`src/rtl/stack_access_seq_if.sv`:
```
`default_nettype none
// ----------------------------------------------------------------------------
// Module      : stack_access_seq_if
// Description : Bundle of decoder request, stack pointer controller, data
//               memory byte port and result signals around stack_access_seq.
// Revision    : 1.0 - initial release
// ----------------------------------------------------------------------------
interface stack_access_seq_if;
  logic        op_valid;
  logic        op_ready;
  logic [1:0]  op_code;
  logic [15:0] push_data;
  logic [15:0] ret_pc;
  logic [15:0] call_target;
  logic [7:0]  stack_pointer;
  logic        stack_command;
  logic [1:0]  stack_ctl;
  logic [7:0]  mem_addr;
  logic        mem_we;
  logic        mem_re;
  logic [7:0]  mem_wdata;
  logic [7:0]  mem_rdata;
  logic [15:0] pop_data;
  logic        pop_valid;
  logic        pc_load;
  logic [15:0] pc_target;
  logic        overflow;
  logic        underflow;

  // Environment side: decoder, pointer controller and memory.
  modport master (
    output op_valid, op_code, push_data, ret_pc, call_target,
    output stack_pointer, mem_rdata,
    input  op_ready, stack_command, stack_ctl, mem_addr, mem_we, mem_re,
    input  mem_wdata, pop_data, pop_valid, pc_load, pc_target,
    input  overflow, underflow
  );

  // Sequencer side.
  modport slave (
    input  op_valid, op_code, push_data, ret_pc, call_target,
    input  stack_pointer, mem_rdata,
    output op_ready, stack_command, stack_ctl, mem_addr, mem_we, mem_re,
    output mem_wdata, pop_data, pop_valid, pc_load, pc_target,
    output overflow, underflow
  );
endinterface
`default_nettype wire

```
`src/rtl/stack_access_seq.sv`:
```
`default_nettype none
// ----------------------------------------------------------------------------
// Module      : stack_access_seq
// Description : Executes PUSH/POP/CALL/RETURN as two byte accesses to data
//               memory, strobing the external stack pointer controller.
// Revision    : 1.0 - initial release
// ----------------------------------------------------------------------------
module stack_access_seq #(
  parameter logic [7:0] STACK_BASE = 8'h3E,
  parameter logic [7:0] STACK_TOP  = 8'hFC
) (
  input wire logic          clk,
  input wire logic          rst,
  stack_access_seq_if.slave bus
);

  localparam logic [1:0] c_op_push = 2'd0;
  localparam logic [1:0] c_op_pop  = 2'd1;
  localparam logic [1:0] c_op_call = 2'd2;

  localparam logic [3:0] c_st_idle   = 4'd0;
  localparam logic [3:0] c_st_wr_lo  = 4'd1;
  localparam logic [3:0] c_st_wr_hi  = 4'd2;
  localparam logic [3:0] c_st_cmd_hi = 4'd3;
  localparam logic [3:0] c_st_cmd_lo = 4'd4;
  localparam logic [3:0] c_st_rd_lo  = 4'd5;
  localparam logic [3:0] c_st_rd_hi  = 4'd6;
  localparam logic [3:0] c_st_rd_cap = 4'd7;
  localparam logic [3:0] c_st_done   = 4'd8;
  localparam logic [3:0] c_st_err    = 4'd9;

  logic [3:0]  r_state, w_next;
  logic [1:0]  r_code;
  logic [15:0] r_word, r_target;
  logic [7:0]  r_lo;
  logic        r_op_ready, r_cmd, r_we, r_re, r_pop_valid, r_pc_load;
  logic        r_ovf, r_udf;
  logic [7:0]  r_addr, r_wdata;
  logic [15:0] r_pop_data, r_pc_target;

  logic        w_op_ready_nx, w_cmd_nx, w_we_nx, w_re_nx, w_pop_valid_nx;
  logic        w_pc_load_nx, w_ovf_nx, w_udf_nx;
  logic [7:0]  w_addr_nx, w_wdata_nx, w_lo_nx;
  logic [15:0] w_pop_data_nx, w_pc_target_nx;

  // op_ready is only ever high while in IDLE, so this is the accept strobe.
  wire logic        w_accept   = bus.op_valid & r_op_ready;
  // PUSH and CALL both have bit 0 clear; they are the memory-writing ops.
  wire logic        w_in_write = ~bus.op_code[0];
  wire logic        w_ovf_hit  = bus.stack_pointer > STACK_TOP;
  wire logic        w_udf_hit  = bus.stack_pointer <= STACK_BASE;
  wire logic [15:0] w_word_in  = (bus.op_code == c_op_call) ? bus.ret_pc : bus.push_data;
  wire logic [7:0]  w_sp_inc   = bus.stack_pointer + 8'd1;

  // State register plus registered outputs and operand latches.
  always_ff @(posedge clk) begin
    if (rst) begin
      r_state     <= c_st_idle;
      r_code      <= 2'd0;
      r_word      <= 16'd0;
      r_target    <= 16'd0;
      r_lo        <= 8'd0;
      r_op_ready  <= 1'b0;
      r_cmd       <= 1'b0;
      r_we        <= 1'b0;
      r_re        <= 1'b0;
      r_addr      <= 8'd0;
      r_wdata     <= 8'd0;
      r_pop_data  <= 16'd0;
      r_pop_valid <= 1'b0;
      r_pc_load   <= 1'b0;
      r_pc_target <= 16'd0;
      r_ovf       <= 1'b0;
      r_udf       <= 1'b0;
    end else begin
      r_state     <= w_next;
      if (w_accept) begin
        r_code   <= bus.op_code;
        r_word   <= w_word_in;
        r_target <= bus.call_target;
      end
      r_lo        <= w_lo_nx;
      r_op_ready  <= w_op_ready_nx;
      r_cmd       <= w_cmd_nx;
      r_we        <= w_we_nx;
      r_re        <= w_re_nx;
      r_addr      <= w_addr_nx;
      r_wdata     <= w_wdata_nx;
      r_pop_data  <= w_pop_data_nx;
      r_pop_valid <= w_pop_valid_nx;
      r_pc_load   <= w_pc_load_nx;
      r_pc_target <= w_pc_target_nx;
      r_ovf       <= w_ovf_nx;
      r_udf       <= w_udf_nx;
    end
  end

  // Next-state: range checks happen once, at accept, in IDLE.
  always_comb begin
    w_next = r_state;
    case (r_state)
      c_st_idle: begin
        if (w_accept) begin
          if (w_in_write) w_next = w_ovf_hit ? c_st_err : c_st_wr_lo;
          else            w_next = w_udf_hit ? c_st_err : c_st_cmd_hi;
        end
      end
      c_st_wr_lo:  w_next = c_st_wr_hi;
      c_st_wr_hi:  w_next = c_st_cmd_hi;
      c_st_cmd_hi: w_next = c_st_cmd_lo;
      c_st_cmd_lo: w_next = r_code[0] ? c_st_rd_lo : c_st_done;
      c_st_rd_lo:  w_next = c_st_rd_hi;
      c_st_rd_hi:  w_next = c_st_rd_cap;
      c_st_rd_cap: w_next = c_st_done;
      c_st_done:   w_next = c_st_idle;
      c_st_err:    w_next = c_st_idle;
      default:     w_next = c_st_idle;
    endcase
  end

  // Output decode from the upcoming state so every output leaves a flop.
  always_comb begin
    w_op_ready_nx  = (w_next == c_st_idle);
    w_cmd_nx       = (w_next == c_st_cmd_hi);
    w_we_nx        = (w_next == c_st_wr_lo) || (w_next == c_st_wr_hi);
    w_re_nx        = (w_next == c_st_rd_lo) || (w_next == c_st_rd_hi);
    w_addr_nx      = r_addr;
    w_wdata_nx     = r_wdata;
    w_lo_nx        = (r_state == c_st_rd_hi) ? bus.mem_rdata : r_lo;
    w_pop_valid_nx = 1'b0;
    w_pop_data_nx  = r_pop_data;
    w_pc_load_nx   = 1'b0;
    w_pc_target_nx = r_pc_target;
    w_ovf_nx       = r_ovf;
    w_udf_nx       = r_udf;
    case (w_next)
      c_st_wr_lo: begin
        w_addr_nx  = bus.stack_pointer;
        w_wdata_nx = w_word_in[7:0];
      end
      c_st_wr_hi: begin
        w_addr_nx  = w_sp_inc;
        w_wdata_nx = r_word[15:8];
      end
      c_st_rd_lo: w_addr_nx = bus.stack_pointer;
      c_st_rd_hi: w_addr_nx = w_sp_inc;
      c_st_err: begin
        if (w_in_write) w_ovf_nx = 1'b1;
        else            w_udf_nx = 1'b1;
      end
      c_st_done: begin
        if (r_state == c_st_rd_cap) begin
          if (r_code == c_op_pop) begin
            w_pop_valid_nx = 1'b1;
            w_pop_data_nx  = {bus.mem_rdata, r_lo};
          end else begin
            w_pc_load_nx   = 1'b1;
            w_pc_target_nx = {bus.mem_rdata, r_lo};
          end
        end else if (r_code == c_op_call) begin
          w_pc_load_nx   = 1'b1;
          w_pc_target_nx = r_target;
        end
      end
      default: ;
    endcase
  end

  assign bus.op_ready      = r_op_ready;
  assign bus.stack_command = r_cmd;
  assign bus.stack_ctl     = r_code;
  assign bus.mem_addr      = r_addr;
  assign bus.mem_we        = r_we;
  assign bus.mem_re        = r_re;
  assign bus.mem_wdata     = r_wdata;
  assign bus.pop_data      = r_pop_data;
  assign bus.pop_valid     = r_pop_valid;
  assign bus.pc_load       = r_pc_load;
  assign bus.pc_target     = r_pc_target;
  assign bus.overflow      = r_ovf;
  assign bus.underflow     = r_udf;

  // Unused in the datapath: the PUSH code is implied by bit 0 being clear.
  wire logic w_unused = &{1'b0, c_op_push};

endmodule
`default_nettype wire

```
`src/flat_wrapper.sv`:
```
// flat-port wrapper written by rule: the top's interface ports become plain ports
module stack_access_seq_flat 
#(
  parameter logic [7:0] STACK_BASE = 8'h3E,
  parameter logic [7:0] STACK_TOP  = 8'hFC
)
  (clk, rst, bus_op_valid, bus_op_code, bus_push_data, bus_ret_pc, bus_call_target, bus_stack_pointer, bus_mem_rdata, bus_op_ready, bus_stack_command, bus_stack_ctl, bus_mem_addr, bus_mem_we, bus_mem_re, bus_mem_wdata, bus_pop_data, bus_pop_valid, bus_pc_load, bus_pc_target, bus_overflow, bus_underflow);
  stack_access_seq_if bus_i ();
  input wire logic clk;
  input wire logic rst;
  input wire logic [$bits(bus_i.op_valid)-1:0] bus_op_valid;
  input wire logic [$bits(bus_i.op_code)-1:0] bus_op_code;
  input wire logic [$bits(bus_i.push_data)-1:0] bus_push_data;
  input wire logic [$bits(bus_i.ret_pc)-1:0] bus_ret_pc;
  input wire logic [$bits(bus_i.call_target)-1:0] bus_call_target;
  input wire logic [$bits(bus_i.stack_pointer)-1:0] bus_stack_pointer;
  input wire logic [$bits(bus_i.mem_rdata)-1:0] bus_mem_rdata;
  output wire logic [$bits(bus_i.op_ready)-1:0] bus_op_ready;
  output wire logic [$bits(bus_i.stack_command)-1:0] bus_stack_command;
  output wire logic [$bits(bus_i.stack_ctl)-1:0] bus_stack_ctl;
  output wire logic [$bits(bus_i.mem_addr)-1:0] bus_mem_addr;
  output wire logic [$bits(bus_i.mem_we)-1:0] bus_mem_we;
  output wire logic [$bits(bus_i.mem_re)-1:0] bus_mem_re;
  output wire logic [$bits(bus_i.mem_wdata)-1:0] bus_mem_wdata;
  output wire logic [$bits(bus_i.pop_data)-1:0] bus_pop_data;
  output wire logic [$bits(bus_i.pop_valid)-1:0] bus_pop_valid;
  output wire logic [$bits(bus_i.pc_load)-1:0] bus_pc_load;
  output wire logic [$bits(bus_i.pc_target)-1:0] bus_pc_target;
  output wire logic [$bits(bus_i.overflow)-1:0] bus_overflow;
  output wire logic [$bits(bus_i.underflow)-1:0] bus_underflow;
  assign bus_i.op_valid = bus_op_valid;
  assign bus_i.op_code = bus_op_code;
  assign bus_i.push_data = bus_push_data;
  assign bus_i.ret_pc = bus_ret_pc;
  assign bus_i.call_target = bus_call_target;
  assign bus_i.stack_pointer = bus_stack_pointer;
  assign bus_i.mem_rdata = bus_mem_rdata;
  assign bus_op_ready = bus_i.op_ready;
  assign bus_stack_command = bus_i.stack_command;
  assign bus_stack_ctl = bus_i.stack_ctl;
  assign bus_mem_addr = bus_i.mem_addr;
  assign bus_mem_we = bus_i.mem_we;
  assign bus_mem_re = bus_i.mem_re;
  assign bus_mem_wdata = bus_i.mem_wdata;
  assign bus_pop_data = bus_i.pop_data;
  assign bus_pop_valid = bus_i.pop_valid;
  assign bus_pc_load = bus_i.pc_load;
  assign bus_pc_target = bus_i.pc_target;
  assign bus_overflow = bus_i.overflow;
  assign bus_underflow = bus_i.underflow;
  stack_access_seq #(.STACK_BASE(STACK_BASE), .STACK_TOP(STACK_TOP)) u_core (.clk(clk), .rst(rst), .bus(bus_i));
endmodule
```
`config.mk`:
```
export PLATFORM = sky130hd
export DESIGN_NAME = stack_access_seq_flat
export DESIGN_NICKNAME = d
export VERILOG_FILES = /design/src/rtl/stack_access_seq_if.sv /design/src/rtl/stack_access_seq.sv /design/src/flat_wrapper.sv
export SDC_FILE = /design/constraint.sdc
export NUM_CORES = 1
export LEC_CHECK = 0
export CORE_ASPECT_RATIO = 0.9
export CORE_MARGIN = 4
export CORE_UTILIZATION = 45
export CTS_BUF_LIST = sky130_fd_sc_hd__clkbuf_8
export DETAILED_ROUTE_END_ITERATION = 12
export GPL_TIMING_DRIVEN = 0
export MAX_ROUTING_LAYER = met4
export PLACE_DENSITY = 0.77
export SYNTH_ARGS = -nofsm -noshare
export SYNTH_HDL_FRONTEND = slang
export SYNTH_SLANG_ARGS = --single-unit
```
`constraint.sdc`:
```
create_clock -name clk -period 4.8 [get_ports clk]
set_input_delay 0.96 -clock clk [delete_from_list [all_inputs] [get_ports clk]]
set_output_delay 0.96 -clock clk [all_outputs]
set_load 0.01 [all_outputs]
```
## After elaboration in Yosys (flattened, before gate mapping)

Cells that the tools add are included.

- Input bits: 69
- Output and inout bits: 58
- Logic and storage cells: 73
- Flip-flop bits (word level): 102

- Multiplexer cells: 16
- Reductions and logical operators: 15
- Bitwise operators: 4
- Magnitude comparators: 2
- Eq/ne operators: 18
- Add/sub/neg operators: 1

Operators with widths:

| operator | count |
|---|---|
| $mux 16 | 4 |
| $pmux 4 s8 | 1 |
| $pmux 8 s2 | 2 |
| $eq 4x3->1 const B | 6 |
| $mux 4 | 5 |
| $eq 4x2->1 const B | 4 |
| $add 8x1->8 const B | 1 |
| $eq 4x1->1 const B | 2 |
| $eq 4x4->1 const B | 2 |
| $gt 8x8->1 const B | 1 |
| $le 8x6->1 const B | 1 |
| $logic_not 4->1 | 2 |
| $reduce_and 3->1 | 2 |
| $reduce_bool 2->1 | 3 |
| $reduce_or 2->1 | 3 |
| $eq 2x2->1 const B | 2 |
| $mux 1 | 4 |
| $reduce_and 2->1 | 2 |
| $not 1->1 | 3 |
| $reduce_or 3->1 | 1 |
| $eq 2x1->1 const B | 1 |
| $logic_or 1x1->1 | 2 |
| $ne 2x2->1 const B | 1 |
| $and 1x1->1 | 1 |

## Longest topological paths before layout

Gate-level depths: netlist of the first run.

- Depth after elaboration: 8
- Depth in mapped cells: 9

## Worst setup path before layout of the first run

Ideal clock, no wire load.

- Kind: input-to-reg
- From: input bus_stack_pointer[1]
- To: register u_core.r_wdata[5] (netlist: u_core.bus.mem_wdata[5])
- Arrival time: 2.537 ns
- Stages: 9
- Slack: 2.146 ns
- Setup time: 0.116 ns
- Path through: inv_1 -> ha_1 -> inv_1 -> a41oi_1 -> a2111oi_4 -> nor3b_2 -> clkbuf_1 -> a21oi_1 -> a31o_2

- Longest elaborated chain between the ends: 7
- Elaborated cells on any way between the ends: 11

RTL lines:

| element | line | RTL |
|---|---|---|
| start: declaration | flat_wrapper.sv:16 | `input wire logic [$bits(bus_i.stack_pointer)-1:0] bus_stack_pointer;` |
| $le 8x6->1 / $gt 8x8->1 (equally long branches) | stack_access_seq.sv:51, stack_access_seq.sv:50 |  |
| $mux 4 (on tied branches) | stack_access_seq.sv:105, stack_access_seq.sv:104 |  |
| $mux 4 (*) | stack_access_seq.sv:104 | `if (w_in_write) w_next = w_ovf_hit ? c_st_err : c_st_wr_lo;` |
| $mux 4 (*) | stack_access_seq.sv:103 | `if (w_accept) begin` |
| $pmux 4 s8 (*) | stack_access_seq.sv:101 | `case (r_state)` |
| $eq 4x2->1 / $eq 4x1->1 (equally long branches) | stack_access_seq.sv:136 | `case (w_next)` |
| $pmux 8 s2 / $reduce_bool 2->1 (equally long branches) | -- |  |
| end signal: assignment | stack_access_seq.sv:88 | `r_wdata <= w_wdata_nx;` |
| end: declaration | stack_access_seq.sv:38 | `logic [7:0] r_addr, r_wdata;` |

Mark *: on every way between the ends. The rest lies on a longest branch, timed or not.
A chain may end at the register's enable or synchronous reset.

## Worst setup path in the final report of the first run

- From: input bus_op_code[0]
- To: register u_core.r_addr[5] (netlist: u_core.bus.mem_addr[5])

- Longest elaborated chain between the ends: 6
- Elaborated cells on any way between the ends: 11

RTL lines:

| element | line | RTL |
|---|---|---|
| start: declaration | flat_wrapper.sv:12 | `input wire logic [$bits(bus_i.op_code)-1:0] bus_op_code;` |
| $mux 4 (*) | stack_access_seq.sv:104 |  |
| $mux 4 (*) | stack_access_seq.sv:103 |  |
| $pmux 4 s8 (*) | stack_access_seq.sv:101 |  |
| $eq 4x3->1 (tied with other cells) | stack_access_seq.sv:136 |  |
| $reduce_or 2->1 (no source line) | -- |  |
| $pmux 8 s2 / $reduce_bool 2->1 (equally long branches) | -- |  |
| end signal: assignment | stack_access_seq.sv:87 | `r_addr <= w_addr_nx;` |
| end: declaration | stack_access_seq.sv:38 |  |

Marked as above.

==> results of run 1 <==
[worst min-delay path, stage by stage (launching register included)]
cell and delay [ns]:
dfxtp_1 0.32, nand2_1 0.05, a21oi_1 0.05
[layer usage]
layer / up-vias / wire (um) / share of wire (%)
li1: 1929 / - / -
met1: 1815 / 5372 / 45
met2: 112 / 5831 / 49
met3: 12 / 615 / 5.1
met4: 0 / 138 / 1.2
met5: - / 0 / 0
[synthesized netlist by cell type (all sizes together) (5+ instances only)]
| library cell | instances | area share, % |
|---|---|---|
| a211oi | 39 | 7.1 |
| a21oi | 52 | 6.4 |
| a31o | 8 | 1.7 |
| buf | 14 | 1.9 |
| clkbuf | 23 | 2.1 |
| dfxtp | 94 | 46 |
| inv | 5 | 0.45 |
| mux2i | 40 | 9.7 |
| nand2 | 73 | 6.6 |
| nand2b | 11 | 1.7 |
| nor2 | 56 | 5.1 |
| nor3 | 6 | 1.0 |
| o21ai | 5 | 0.61 |
| xnor2 | 7 | 1.5 |
[where the power goes]
part / total [W] / leakage [nW] / switching [W] / internal [W]
clock: 0.000503 / 0.0911 / 0.000296 / 0.000207
combinational: 0.000586 / 1.19 / 0.000296 / 0.000290
sequential: 0.000917 / 0.763 / 0.0000523 / 0.000865
[worst max-delay path by stage]
stage | end | slack [ns] | depth (start not counted)
CTS | u_core.bus.mem_addr[5] | 1.49 | 7
global placement | u_core.bus.mem_addr[5] | 1.18 | 7
floorplan | u_core.bus.mem_wdata[5] | 2.15 | 9
finish | u_core.bus.mem_addr[5] | 1.48 | 7
detailed placement | u_core.bus.mem_addr[5] | 1.13 | 7
global route | u_core.bus.mem_addr[5] | 1.38 | 7
[stage by stage]
stage                     total power [W]  util [%]  hold WS, ns
after floorplan                  0.001253         -       0.4360
after global routing             0.002101     65.17       0.4885
after detailed placement         0.001518     63.09       0.4492
final                            0.002006     65.17       0.4573
after CTS                        0.002005     65.17       0.4616
after global placement           0.001507     63.09       0.4428
[registers in the layout, indices dropped and copies added (netlist names)]
| name | count |
|---|---|
| u_core.bus.op_ready | 1 |
| u_core.r_lo | 8 |
| u_core.bus.stack_ctl | 2 |
| u_core.bus.pc_load | 1 |
| u_core.bus.pc_target | 16 |
| u_core.bus.mem_we | 1 |
| u_core.bus.underflow | 1 |
| u_core.bus.mem_re | 1 |
| u_core.bus.pop_valid | 1 |
| u_core.bus.mem_addr | 8 |
| u_core.bus.overflow | 1 |
| u_core.bus.stack_command | 1 |
| u_core.bus.mem_wdata | 8 |
| u_core.bus.pop_data | 16 |
| u_core.r_target | 16 |
| u_core.r_state | 4 |
| u_core.r_word | 8 |
[layout by cell type, fill, tap and decap left out, types with 2 or more instances in the layout]
cell type	netlist	routed
a2111oi_4	2	2
a211oi_1	39	39
a21oi_1	51	51
a31o_2	8	8
and2_1	3	3
buf_2	10	10
buf_4	2	2
clkbuf_1	22	22
clkbuf_8	0	10
clkdlybuf4s50_1	0	125
clkinvlp_4	0	2
dfxtp_1	94	94
ha_1	2	2
inv_1	5	6
inv_6	0	3
mux2i_1	40	40
nand2_1	73	73
nand2b_1	11	11
nand3_1	3	3
nand3b_1	3	3
nor2_1	56	56
nor2b_1	2	2
nor3_1	5	5
nor4_1	3	3
o21ai_0	5	5
xnor2_1	7	7
[final cells by class]
type                    count  share of cell area, %
plain buffers              37                  2.934
clock buffers              10                  2.409
clock inverters             6                 0.7883
inverters                   5                 0.3284
multi-input cells         337                  36.11
flip-flops and latches     94                  32.93
well taps                 119                  2.606
repair buffers            125                  21.90
[logic make-up after synthesis]
logic type,Yosys count,synth area share (%)
simple gates,172,18.96
fa+ha+maj,3,0.8479
flops,94,45.55
mux,40,9.691
buf+inv,42,4.512
xor+xnor,8,1.696
compound gates,114,18.75
==> impl_results.md, run 1 <==
* Power Density at approximately 350 nW/um2
* # hold bufs at CTS at 0
* Ys Warns at 0
* Initial DRC count at 176
* Max-Cap Viols at 0
* Worst path bufs/invs at 1
* Die width at 109 um
* Layout area overhead at 38.31%
* Busiest layer in global routing: met2
* Dpl cell area at between 5000 and 6000 um2
* Number of post-CTS setup repair buffers at 0
* ANT nets after route at 0
* Hold path start: u_core.bus.pop_data[8]
* Syn nets at 544
* Hold Fails Final Rpt at 0
* Clk slew on worst S/H paths at roughly 0.090 ns
* Global placement routability congestion at 0.8474
* CTS tree: done
* Final WS setup at around 1.5 ns
* Post-layout minimum cycle time at about 3.3 ns
* Total wire length at roughly 12,000 um
* FF-to-FF path depth at 7
* Worst-Margin Slew at roughly 0.85 ns
* CP arrival at about 3.5 ns
* Grt met1 use at between 30% and 40%
* First-pass GRT wire length at a little under 20,000 um
* Cell count after placement at 717
* Final instance area at between 5000 and 6000 um2
* CTS root buffer: clkbuf_8
* Dpl hpwl at about 9200 um
* PortBufs at 125
* Mapped Cells at around 470
* Final Skew at about 0.013 ns
* Post-synth EDFFs at 0
* Row count at 32
* CTS Buf Count at 9
* # DRC at 0
* FF-to-FF setup slack at between 2 and 2.5 ns
* Vias per std cell at 5.277
* Pin count of the biggest net entering global routing at 17
* IO Pins at 127
* Critical path class: in -> reg
* Die Y-Extent at 98.90 um
* Outcome: complete, no violations
* Worst flop-to-flop path startpoint: u_core.r_state[2]
* Area occupied by registers at about 1900 um2
* Synth unique cells at 49
* VDD IR-drop max at between 0.00015 and 0.0002 V
* Met3 usage at under 10%
* Vias in the first global route at ~3,900
* Clk_lat worst skew at approximately 0.37 ns
* Initial antenna violation count at 0
* DP Worst Slack at ~1.1 ns
* #FFs+latches synth at 94
* Final clock period utilization by the worst path at between 60% and 70%
* CP max stage cell: nor3_1
* Layout cells sized above 1 at ~7.8%
* Hold path cells at 2
* Slowest stage delay, CP at ~0.72 ns
* Top cell family by delay on the critical path: simple AND/OR/NAND/NOR gates
* CTS H-Tree Depth at 3
* Leakage at around 2.0 nW
* Main flop type after synthesis: dfxtp_1
* Initial core utilization at a little under half
* Syn avg cell area at just under 9 um2
* CP Cell Sequence: clkdlybuf4s50_1 > nand3_2 > a2111oi_4 > a21oi_2 > xor2_1 > nor3_1 > a311oi_1
* Worst Path Required at ~5 ns
* CTS resizes at 0
* Longest Clk Path Bufs at 2
* Slew headroom at between 40% and 50%
* Crit. End Element: flop
* Die ar. at ~11,000 um2
* GR met2 Demand/Resource at about 38%
* Worst setup path startpoint: bus_op_code[0]
* RSZ-0062 raised after global routing: no
* Tot GR Track Use at 23.42%
* Layout Cells excl Fill at 733
* Core ar. at between 8000 and 9000 um2
* Final net count at 680
* Seq/Total Area, Yosys at 45.55%
* Peak Freq at ~300 MHz
* Worst hold endpoint: u_core.bus.pop_data[8]
* Mapped cell area at between 4000 and 5000 um2
* Wire length per cell at roughly 16 um
* Sum Neg Setup Slack at 0 ns
* Hold/Removal Path Class: reg -> reg
* Crit path max fanout at 7
* GR Overflow Total at 0
* Drt first pass iters at 4
* RR Endpoint: u_core.bus.mem_addr[5]
* Ys async rst share at 0%
* Final setup fails at 0
* CTS sink count at between 90 and 100
* Setup crit start kind: input pin
* Filler cells at approximately 750
* Area of the multi-input gates at 2063 um2
* Slew Limit Fails at 0
* Vias at between 3,000 and 4,000
* Inserted Diodes at 0
Power figures use the tool's default switching activity.
==> inputs of run 2 (changes only) <==
CORE_UTILIZATION = 44   (was 45)
PLACE_DENSITY = 0.79   (was 0.77)
clock period = 2.78 ns   (was 4.8 ns; I/O delays follow)
==> run 2 against run 1 <==
Compared with the run above: critical path depth unchanged; flip-flop and latch count unchanged; worst hold slack better by 0.0031 ns; first-iteration DRC count down 6.3%; clock power up 93%; register-to-register slack worse by 1.9 ns; non-clock buffer count unchanged; count of clock-buffer cells in the layout down 1; design area up 0.81%; critical endpoint unchanged.
==> impl_results.md, run 2 (synthesized netlist as in run 1, its figures left out) <==
* Layout area overhead at 39.43%
* Setup crit start kind: input pin
* Final Util at between 60% and 70%
* Worst-Margin Slew at about 0.77 ns
* Worst Path Required at 3.06 ns
* CP max stage cell: clkdlybuf4s50_1
* Hold/Removal Path Class: reg -> reg
* Die width at between 100 and 150 um
* Power Density at between 600 and 700 nW/um2
* Leakage at a little over 2 nW
* Die ar. at around 11,000 um2
* Initial core utilization at 45.28%
* RR Endpoint: u_core.bus.pop_data[2]
* CTS sink count at between 90 and 100
* Row count at 33
* Crit. End Element: flop
* Clk_lat worst skew at about 0.37 ns
* Worst hold endpoint: u_core.bus.pop_data[9]
* Max-Cap Viols at 0
* Final instance area at a little under 6000 um2
* Clk slew on worst S/H paths at 0.10 ns
* # hold bufs at CTS at 0
* FF-to-FF setup slack at approximately 0.39 ns
* Final net count at between 600 and 700
* Hold path start: u_core.bus.pop_data[9]
* Final clock period utilization by the worst path at between 90% and 100%
* IO Pins at between 100 and 150
* Layout cells sized above 1 at about 8.5%
* CTS Buf Count at 9
* Total wire length at between 10,000 and 15,000 um
* Most common cell after layout, fill and taps aside: clkdlybuf4s50_1
* GR Overflow Total at 0
* Inserted Diodes at 0
* Vias at 3,922
* VDD IR-drop max at between 0.0003 and 0.0004 V
* Die Y-Extent at about 100 um
* Final Skew at around 0.013 ns
* Wire length per cell at roughly 17 um
* Number of post-CTS setup repair buffers at 0
* Worst flop-to-flop path startpoint: u_core.r_state[1]
* First-pass GRT wire length at just under 20,000 um
* Top cell family by delay on the critical path: simple AND/OR/NAND/NOR gates
* Initial DRC count at about 170
* Global placement routability congestion at about 0.86
* Drt first pass iters at 5
* FF-to-FF path depth at 9
* Critical path class: in -> reg
* Dpl hpwl at ~9300 um
* Sum Neg Setup Slack at 0 ns
* Outcome: complete, no violations
* CP arrival at between 2 and 3 ns
* Hold Fails Final Rpt at 0
* Worst path bufs/invs at 1
* Vias per std cell at 5.329
* Tot GR Track Use at between 20 and 25%
* Post-layout minimum cycle time at 2.681 ns
* # DRC at 0
* Core ar. at between 9000 and 10,000 um2
* CTS root buffer: clkbuf_8
* Final setup fails at 0
* Initial antenna violation count at 0
* Final WS setup at 0.09862 ns
* RSZ-0062 raised after global routing: no
* Dpl cell area at roughly 5500 um2
* CTS H-Tree Depth at 3
* Vias in the first global route at a little under 4,000
* Commonest non-fill, non-tap cells in the layout: clkdlybuf4s50_1 (125), dfxtp_1 (94), nand2_1 (73)
* Pin count of the biggest net entering global routing at 19
* Slew Limit Fails at 0
* ANT nets after route at 0
* CTS tree: done
* Slowest stage delay, CP at a little under 0.7 ns
* DP Worst Slack at -0.3929 ns
* Slew headroom at 48.98%
* CP Cell Sequence: clkdlybuf4s50_1 > nand3_2 > a2111oi_4 > a21oi_2 > or2_4 > or4_1 > a311oi_1
* Hold path cells at 2
* PortBufs at 125
* Peak Freq at 372.9 MHz
* Longest Clk Path Bufs at 2
* Crit path max fanout at 6
==> run 2: how the worst max path moves through the flow <==
stage	slack (ns)	start	end	cells after the start
5_1_grt	0.009	bus_op_code[0]	u_core.bus.mem_addr[6]	8
3_5_place_dp	-0.39	bus_op_code[0]	u_core.bus.mem_addr[5]	7
4_1_cts	0.07	bus_stack_pointer[0]	u_core.bus.mem_wdata[6]	10
3_3_place_gp	-0.34	bus_op_code[0]	u_core.bus.mem_addr[5]	7
2_1_floorplan	0.53	bus_stack_pointer[1]	u_core.bus.mem_wdata[5]	9
6_report	0.1	bus_op_code[0]	u_core.bus.mem_addr[5]	7
==> run 2: worst reg2reg max path: stages (launching register included) <==
cell and delay [ns]:
dfxtp_1 0.32, buf_2 0.17, and2_1 0.26, nand3b_1 0.10, buf_2 0.22, or3b_2 0.47, clkbuf_1 0.22, clkbuf_1 0.29
nand2_1 0.14, a21oi_1 0.07
==> run 2: layer usage <==
| layer | vias up | share of wire, % | global-route usage, % |
|---|---|---|---|
| met5 | - | 0 | - |
| met4 | 0 | 2.2 | 8.617 |
| met3 | 19 | 5.4 | 3.601 |
| met2 | 124 | 49 | 37.41 |
| met1 | 1858 | 43 | 29.49 |
| li1 | 1921 | - | - |
==> run 2: timing repair <==
item                                    in CTS  in global routing
resized for setup                            2                  2
cloned                                       0                  0
endpoints found under the setup margin       4                  8
pin swaps                                    0                  1
==> run 2: power breakdown <==
group | internal, W | switching (W)
sequential | 0.00149 | 0.0000884
combinational | 0.000509 | 0.000524
clock | 0.000440 | 0.000529
total | 0.00244 | 0.00114
==> run 2: final cells by class <==
cell class                 count  area [um2]
buffer                        37       168.9
clock buffer                   9       123.9
clock inverter                 7       87.58
multi-input combinational    337        2076
timing repair buffer         125        1251
inverter                       5       18.77
sequential                    94        1882
fill                         794        3364
tap                          122       152.6
==> run 2: stage by stage <==
| stage | power (W) | hold WS (ns) | instances |
|---|---|---|---|
| CTS | 0.003596 | 0.4623 | 736 |
| floorplan | 0.002163 | 0.4360 | 473 |
| global placement | 0.002597 | 0.4446 | 720 |
| global route | 0.003757 | 0.4811 | 736 |
| detailed placement | 0.002630 | 0.4488 | 720 |
| finish | 0.003584 | 0.4604 | 736 |
